<file path="config.mk">
export PLATFORM = sky130hd
export DESIGN_NAME = reset_seq_gen
export DESIGN_NICKNAME = d
export VERILOG_FILES = /design/src/rtl/reset_seq_gen.sv
export SDC_FILE = /design/constraint.sdc
export NUM_CORES = 1
export LEC_CHECK = 0
export CORE_UTILIZATION = 30
export CTS_CLUSTER_DIAMETER = 30
export DETAILED_ROUTE_END_ITERATION = 8
export RECOVER_POWER = 100
export SLEW_MARGIN = 40
export SYNTH_ARGS = -nofsm -noshare
export SYNTH_HDL_FRONTEND = slang
export SYNTH_SLANG_ARGS = --single-unit
</file>
<file path="constraint.sdc">
create_clock -name clk -period 4.3 [get_ports clk]
set_input_delay 0.86 -clock clk [delete_from_list [all_inputs] [get_ports clk]]
set_output_delay 0.86 -clock clk [all_outputs]
set_load 0.01 [all_outputs]
</file>
<file path="src/rtl/reset_seq_gen.sv">
// Sequenced reset-request generator for the BNN datapath sub-domains (POR, soft reset, watchdog).
// Define RESET_SEQ_GEN_WDT_EN to build the watchdog; without it wdt_en/wdt_kick are ignored.
module reset_seq_gen #(
   parameter int PULSE_CYCLES = 16,
   parameter int NUM_STAGES   = 3,
   parameter int STAGE_GAP    = 4,
   parameter int WDT_CYCLES   = 1024
) (
   input  logic                  clk,
   input  logic                  reset,
   input  logic                  soft_rst_req,
   input  logic                  wdt_en,
   input  logic                  wdt_kick,
   output logic [NUM_STAGES-1:0] rst_stage,
   output logic                  rst_any,
   output logic                  seq_busy,
   output logic [1:0]            rst_cause,
   output logic                  seq_done,
   output logic [1:0]            dbg_state
);

   // Handshake note: there is no valid/ready pair here; soft_rst_req and wdt_kick are
   // single-cycle strobes sampled on every rising clk edge, never held or acknowledged.

   typedef enum logic [1:0] {
      IDLE    = 2'd0,
      ASSERT  = 2'd1,
      RELEASE = 2'd2
   } state_t;

   localparam int CNT_MAX = (PULSE_CYCLES > STAGE_GAP) ? PULSE_CYCLES : STAGE_GAP;
   localparam int CNT_W   = $clog2(CNT_MAX + 1);

   localparam logic [CNT_W-1:0]      PULSE_LAST = CNT_W'(PULSE_CYCLES - 1);
   localparam logic [CNT_W-1:0]      GAP_LAST   = CNT_W'(STAGE_GAP - 1);
   localparam logic [NUM_STAGES-1:0] ALL_ONES   = '1;

   localparam logic [1:0] CAUSE_POR  = 2'd0;
   localparam logic [1:0] CAUSE_SOFT = 2'd1;
   localparam logic [1:0] CAUSE_WDT  = 2'd2;

   state_t                state_q, state_d;
   logic [CNT_W-1:0]      cnt_q, cnt_d;
   logic [NUM_STAGES-1:0] stage_d;
   logic [1:0]            cause_d;
   logic                  done_d;
   logic                  busy_d;
   logic                  wdt_expire;

`ifdef RESET_SEQ_GEN_WDT_EN
   localparam int WDT_W = $clog2(WDT_CYCLES);

   logic [WDT_W-1:0] wdt_cnt_q;

   // A kick in the expiry cycle wins, so it is excluded from the expiry term.
   always_comb begin
      wdt_expire = (state_q == IDLE) && wdt_en && !wdt_kick &&
                   (wdt_cnt_q == WDT_W'(WDT_CYCLES - 1));
   end

   always_ff @(posedge clk) begin
      if (reset) begin
         wdt_cnt_q <= '0;
      end else if ((state_q != IDLE) || !wdt_en || wdt_kick || wdt_expire) begin
         wdt_cnt_q <= '0;
      end else begin
         wdt_cnt_q <= wdt_cnt_q + 1'b1;
      end
   end
`else
   logic wdt_unused;

   assign wdt_unused = wdt_en ^ wdt_kick;
   assign wdt_expire = 1'b0;
`endif

   always_comb begin
      state_d = state_q;
      cnt_d   = cnt_q;
      stage_d = rst_stage;
      cause_d = rst_cause;
      done_d  = 1'b0;

      unique case (state_q)
         IDLE: begin
            cnt_d   = '0;
            stage_d = '0;
            if (soft_rst_req) begin
               state_d = ASSERT;
               stage_d = ALL_ONES;
               cause_d = CAUSE_SOFT;
            end else if (wdt_expire) begin
               state_d = ASSERT;
               stage_d = ALL_ONES;
               cause_d = CAUSE_WDT;
            end
         end

         ASSERT: begin
            stage_d = ALL_ONES;
            if (cnt_q == PULSE_LAST) begin
               cnt_d   = '0;
               stage_d = ALL_ONES << 1;
               if (stage_d == '0) begin
                  state_d = IDLE;
                  done_d  = 1'b1;
               end else begin
                  state_d = RELEASE;
               end
            end else begin
               cnt_d = cnt_q + 1'b1;
            end
         end

         RELEASE: begin
            // Shifting in a zero keeps the vector thermometer-shaped.
            if (cnt_q == GAP_LAST) begin
               cnt_d   = '0;
               stage_d = rst_stage << 1;
               if (stage_d == '0) begin
                  state_d = IDLE;
                  done_d  = 1'b1;
               end
            end else begin
               cnt_d = cnt_q + 1'b1;
            end
         end

         default: begin
            state_d = IDLE;
            cnt_d   = '0;
            stage_d = '0;
         end
      endcase

      // A soft request mid-sequence restarts it and swallows any pending done pulse.
      if ((state_q != IDLE) && soft_rst_req) begin
         state_d = ASSERT;
         cnt_d   = '0;
         stage_d = ALL_ONES;
         cause_d = CAUSE_SOFT;
         done_d  = 1'b0;
      end

      busy_d = (state_d != IDLE) || done_d;
   end

   always_ff @(posedge clk) begin
      if (reset) begin
         state_q   <= ASSERT;
         cnt_q     <= '0;
         rst_stage <= ALL_ONES;
         rst_any   <= 1'b1;
         seq_busy  <= 1'b1;
         rst_cause <= CAUSE_POR;
         seq_done  <= 1'b0;
      end else begin
         state_q   <= state_d;
         cnt_q     <= cnt_d;
         rst_stage <= stage_d;
         rst_any   <= |stage_d;
         seq_busy  <= busy_d;
         rst_cause <= cause_d;
         seq_done  <= done_d;
      end
   end

   assign dbg_state = state_q;

   a_thermometer : assert property (@(posedge clk) disable iff (reset)
      ((rst_stage << 1) & ~rst_stage) == '0);

   a_done_clear : assert property (@(posedge clk) disable iff (reset)
      seq_done |-> (rst_stage == '0));

endmodule

</file>
==> results.md <==
- The final setup violation count is 0.
- Entering global routing, the biggest net connects 9 pins.
- Global routing consumed, over all layers together, 11.9% of the routing resources.
- In the routed design, unresolved DRC markers number 0.
- In this run the count of I/O pins placed on the die edge is 15.
- The floorplan die height is 51.0 microns.
- The cell with the largest stage delay on the worst path is sky130_fd_sc_hd__dlygate4sd3_1.
- The number of synthesized register bits is 14.
- The tightest min-delay check is of the reg2reg type.
- Summing internal, switching and leakage power gives 238 uW.
- In this run the deepest clock path goes through 2 buffers.
- The post-CTS setup-driven buffer insertion count is 0.
- The most frequent standard cell in the layout excluding fill and tap cells is sky130_fd_sc_hd__dfxtp_1.
- The cell count after synthesis is 82.
- The repair_antennas step left the layout with diodes totalling 0.
- The number of warnings reported in the yosys synthesis log is 0.
- The areal power density over the cells is 267 nW/um^2.
- After clock tree synthesis, the clock-pin slew on the worst setup and hold paths is 80 ps.
- The number of global-route vias before repair is 534.
- After synthesis, the mean cell area works out to 8.77 sq um.
- The initial standard-cell utilization of the core is 32.2%.
- STA classifies the critical path endpoint as an output pin.
- Leaving out filler cells and counting taps, the final layout contains 124.
- The worst hold margin is 454 ps.
- The core box area is 2230 sq um.
- For this run, the detailed router's first-pass iteration total came to 4.
- The analysis attributes to cell leakage a power of 0.336 nW.
- In this run the most used layer during global routing was met2.
- On the worst path, the slowest cell contributes a delay of 630 ps.
- The number of H-tree branching levels is 1.
- The number of clock buffers added by TritonCTS is 3.
- During placement, the flow inserted port buffers numbering 11.
- The clock drives 14 sinks.
- The TritonCTS clock tree is done.
- The post-synthesis instance area is 719 sq um.
- The die area is 2600 sq um.
- The later pin in the worst-skew pair is clocked with a latency of 290 ps.
- Once detail routing completed, the nets flagged for antenna violations numbered 0.
- The number of different library cells used by synthesis comes to 26.
- The first global-routing pass estimated 2170 microns of wire.
- The relative area change from synthesis to final layout is 24.2%.
- The critical path startpoint category is a register.
- At the end of routability-driven placement, the weighted congestion stood at 0.912.
- The count of pins over their slew limit is 0.
- The flow ran to the end, and the final reports show no timing, DRC or antenna violations.
- On the final layout, the worst clock skew is 0.501 ps.
- Detailed placement finished with a half-perimeter wire length of 963 microns.
- In the final layout, the share of cells above drive strength 1 is 8.33%.
- For this run the aggregate overflow at the end of global routing stands at 0.
- After the first detailed-routing iteration, the DRC count stood at 13.
- Setup repair after global routing left no endpoint under its margin.
- The count of final hold-check violations was 0.
- The signal on the critical path passes through dlygate4sd3_1.
- The die boundary width is 51.0 microns.
- For this run, the top clock speed supported by timing is 456 MHz.
- Across all register-to-register paths, the minimum setup slack is 2490 ps.
- After the last flow step, the layout net total stands at 109.
- The combined buffer and inverter count along the critical path is 1.
- Synthesis produced a netlist with a net count of 94.
- Of all nets on the critical path, the largest fanout is 5.
- The number of buffers inserted for hold repair after clock tree synthesis is 0.
- The data arrival time of the critical path is 1330 ps.
- The average vias per placed instance is 4.73.
- The category of the critical setup timing path is reg2out.
- Dividing the final minimum period by the clock period gives 51.0%.
- Adding up every negative setup slack in the final design gives 0 ps.
- The worst-case vdd ir drop is 106 uV.
- The count of instances resized after the clock tree is built is 0.
- The met2 routing resource usage after global routing is 19.1%.
- For this run, global-route usage on met1 was measured as 12.6%.
- The cell at the root of the clock tree is sky130_fd_sc_hd__clkbuf_4.
- The top cell types in the final layout, fill and taps aside, are 14 x sky130_fd_sc_hd__dfxtp_1, 11 x sky130_fd_sc_hd__nor2_1, 10 x sky130_fd_sc_hd__dlygate4sd3_1.
- After detailed routing, the average wire length per cell comes to 10.4 microns.
- The number of violations of the max-capacitance limit is 0.
- For this block, the via count after detailed routing is 586.
- The final layout contains routed wiring with a total length of 1290 microns.
- After floorplanning, the core was divided into 17 placement rows.
- At the worst endpoint, the required time is 3440 ps.
- Sequential cells were found to cover 39.0% of the synthesized design area.
- The post-layout minimum cycle time is 2190 ps.
- The instance count after placement with tap cells included is 120.
- In this design, the largest share of critical-path delay is due to buffers and inverters.
- In the global route stage, met3 resource usage came out at 3.87%.
- The number of antenna violations at the first check in global routing is 0.
-- routing by layer --
| layer | routed length (microns) | vias to the layer above |
|---|---|---|
| met2 | 595 | 22 |
| li1 | - | 299 |
| met4 | 41 | 0 |
| met3 | 66 | 5 |
| met1 | 583 | 260 |
| met5 | 0 | - |
-- cells in the mapped netlist, drive strengths merged --
cell type  instances  area share, %
a31oi              1           0.87
nand2b             2            1.7
a21oi              4            2.8
xor2               1            1.2
nor3               2            1.4
ha                 7             12
mux2               1            1.6
nand3              3            2.1
dfxtp             14             39
xnor2              1            1.2
nand4              1           0.87
nor2              11            5.7
a21o               1            1.0
buf                1            1.0
nor4b              1            3.3
o311ai             1            3.7
and3               2            1.9
o21ai              7            4.9
conb               1           0.52
nand2              6            3.1
inv                9            4.7
mux2i              1            1.4
nor2b              2            1.7
nand3b             1            1.0
o31ai              1            1.0
-- cell type report --
| type | instances | area (sq um) |
|---|---|---|
| inverters | 9 | 33.8 |
| repair buffers | 11 | 110 |
| clock buffers | 4 | 36.3 |
| fillers | 238 | 1340 |
| flip-flops and latches | 14 | 280 |
| multi-input cells | 58 | 398 |
| well taps | 28 | 35.0 |
-- power by group --
part	switching, mW	internal [mW]
Sequential	0.000928	0.131
Clock	0.0447	0.0516
Combinational	0.00570	0.00418
-- final timing paths --
| check | from | to | depth (start not counted) |
|---|---|---|---|
| setup reg to reg | cnt_q[0] | rst_any | 5 |
| hold reg to reg | cnt_q[0] | cnt_q[0] | 1 |
| setup / recovery | dbg_state[1] | dbg_state[1] | 1 |
| hold / removal | cnt_q[0] | cnt_q[0] | 1 |
-- through the flow --
| step | setup WS, ps | util, % | instance area [sq um] |
|---|---|---|---|
| 2_1_floorplan | 2680 | - | 719 |
| 3_3_place_gp | 2060 | 38.4 | 857 |
| 3_5_place_dp | 2020 | 38.4 | 857 |
| 4_1_cts | 2160 | 40.0 | 893 |
| 5_1_grt | 2050 | 40.0 | 893 |
| 6_report | 2110 | 40.0 | 893 |
-- kinds of logic after synthesis --
kind of cell | after synthesis | share of synthesized area [%]
buffers and inverters | 10 | 5.74
and+or+nand+nor | 31 | 23.0
adders and majority gates | 7 | 12.2
DFF | 14 | 39.0
AOI/OAI and AO/OA | 15 | 14.3
xor gates and xnor gates | 2 | 2.44
other | 1 | 0.521
muxes | 2 | 2.96
-- registers in the layout, summed over array words and instances, names as in the netlist --
signal,count
cnt_q,5
dbg_state,2
rst_any,1
rst_cause,1
rst_stage,3
seq_busy,1
seq_done,1
(Power assumes the default switching activity.)
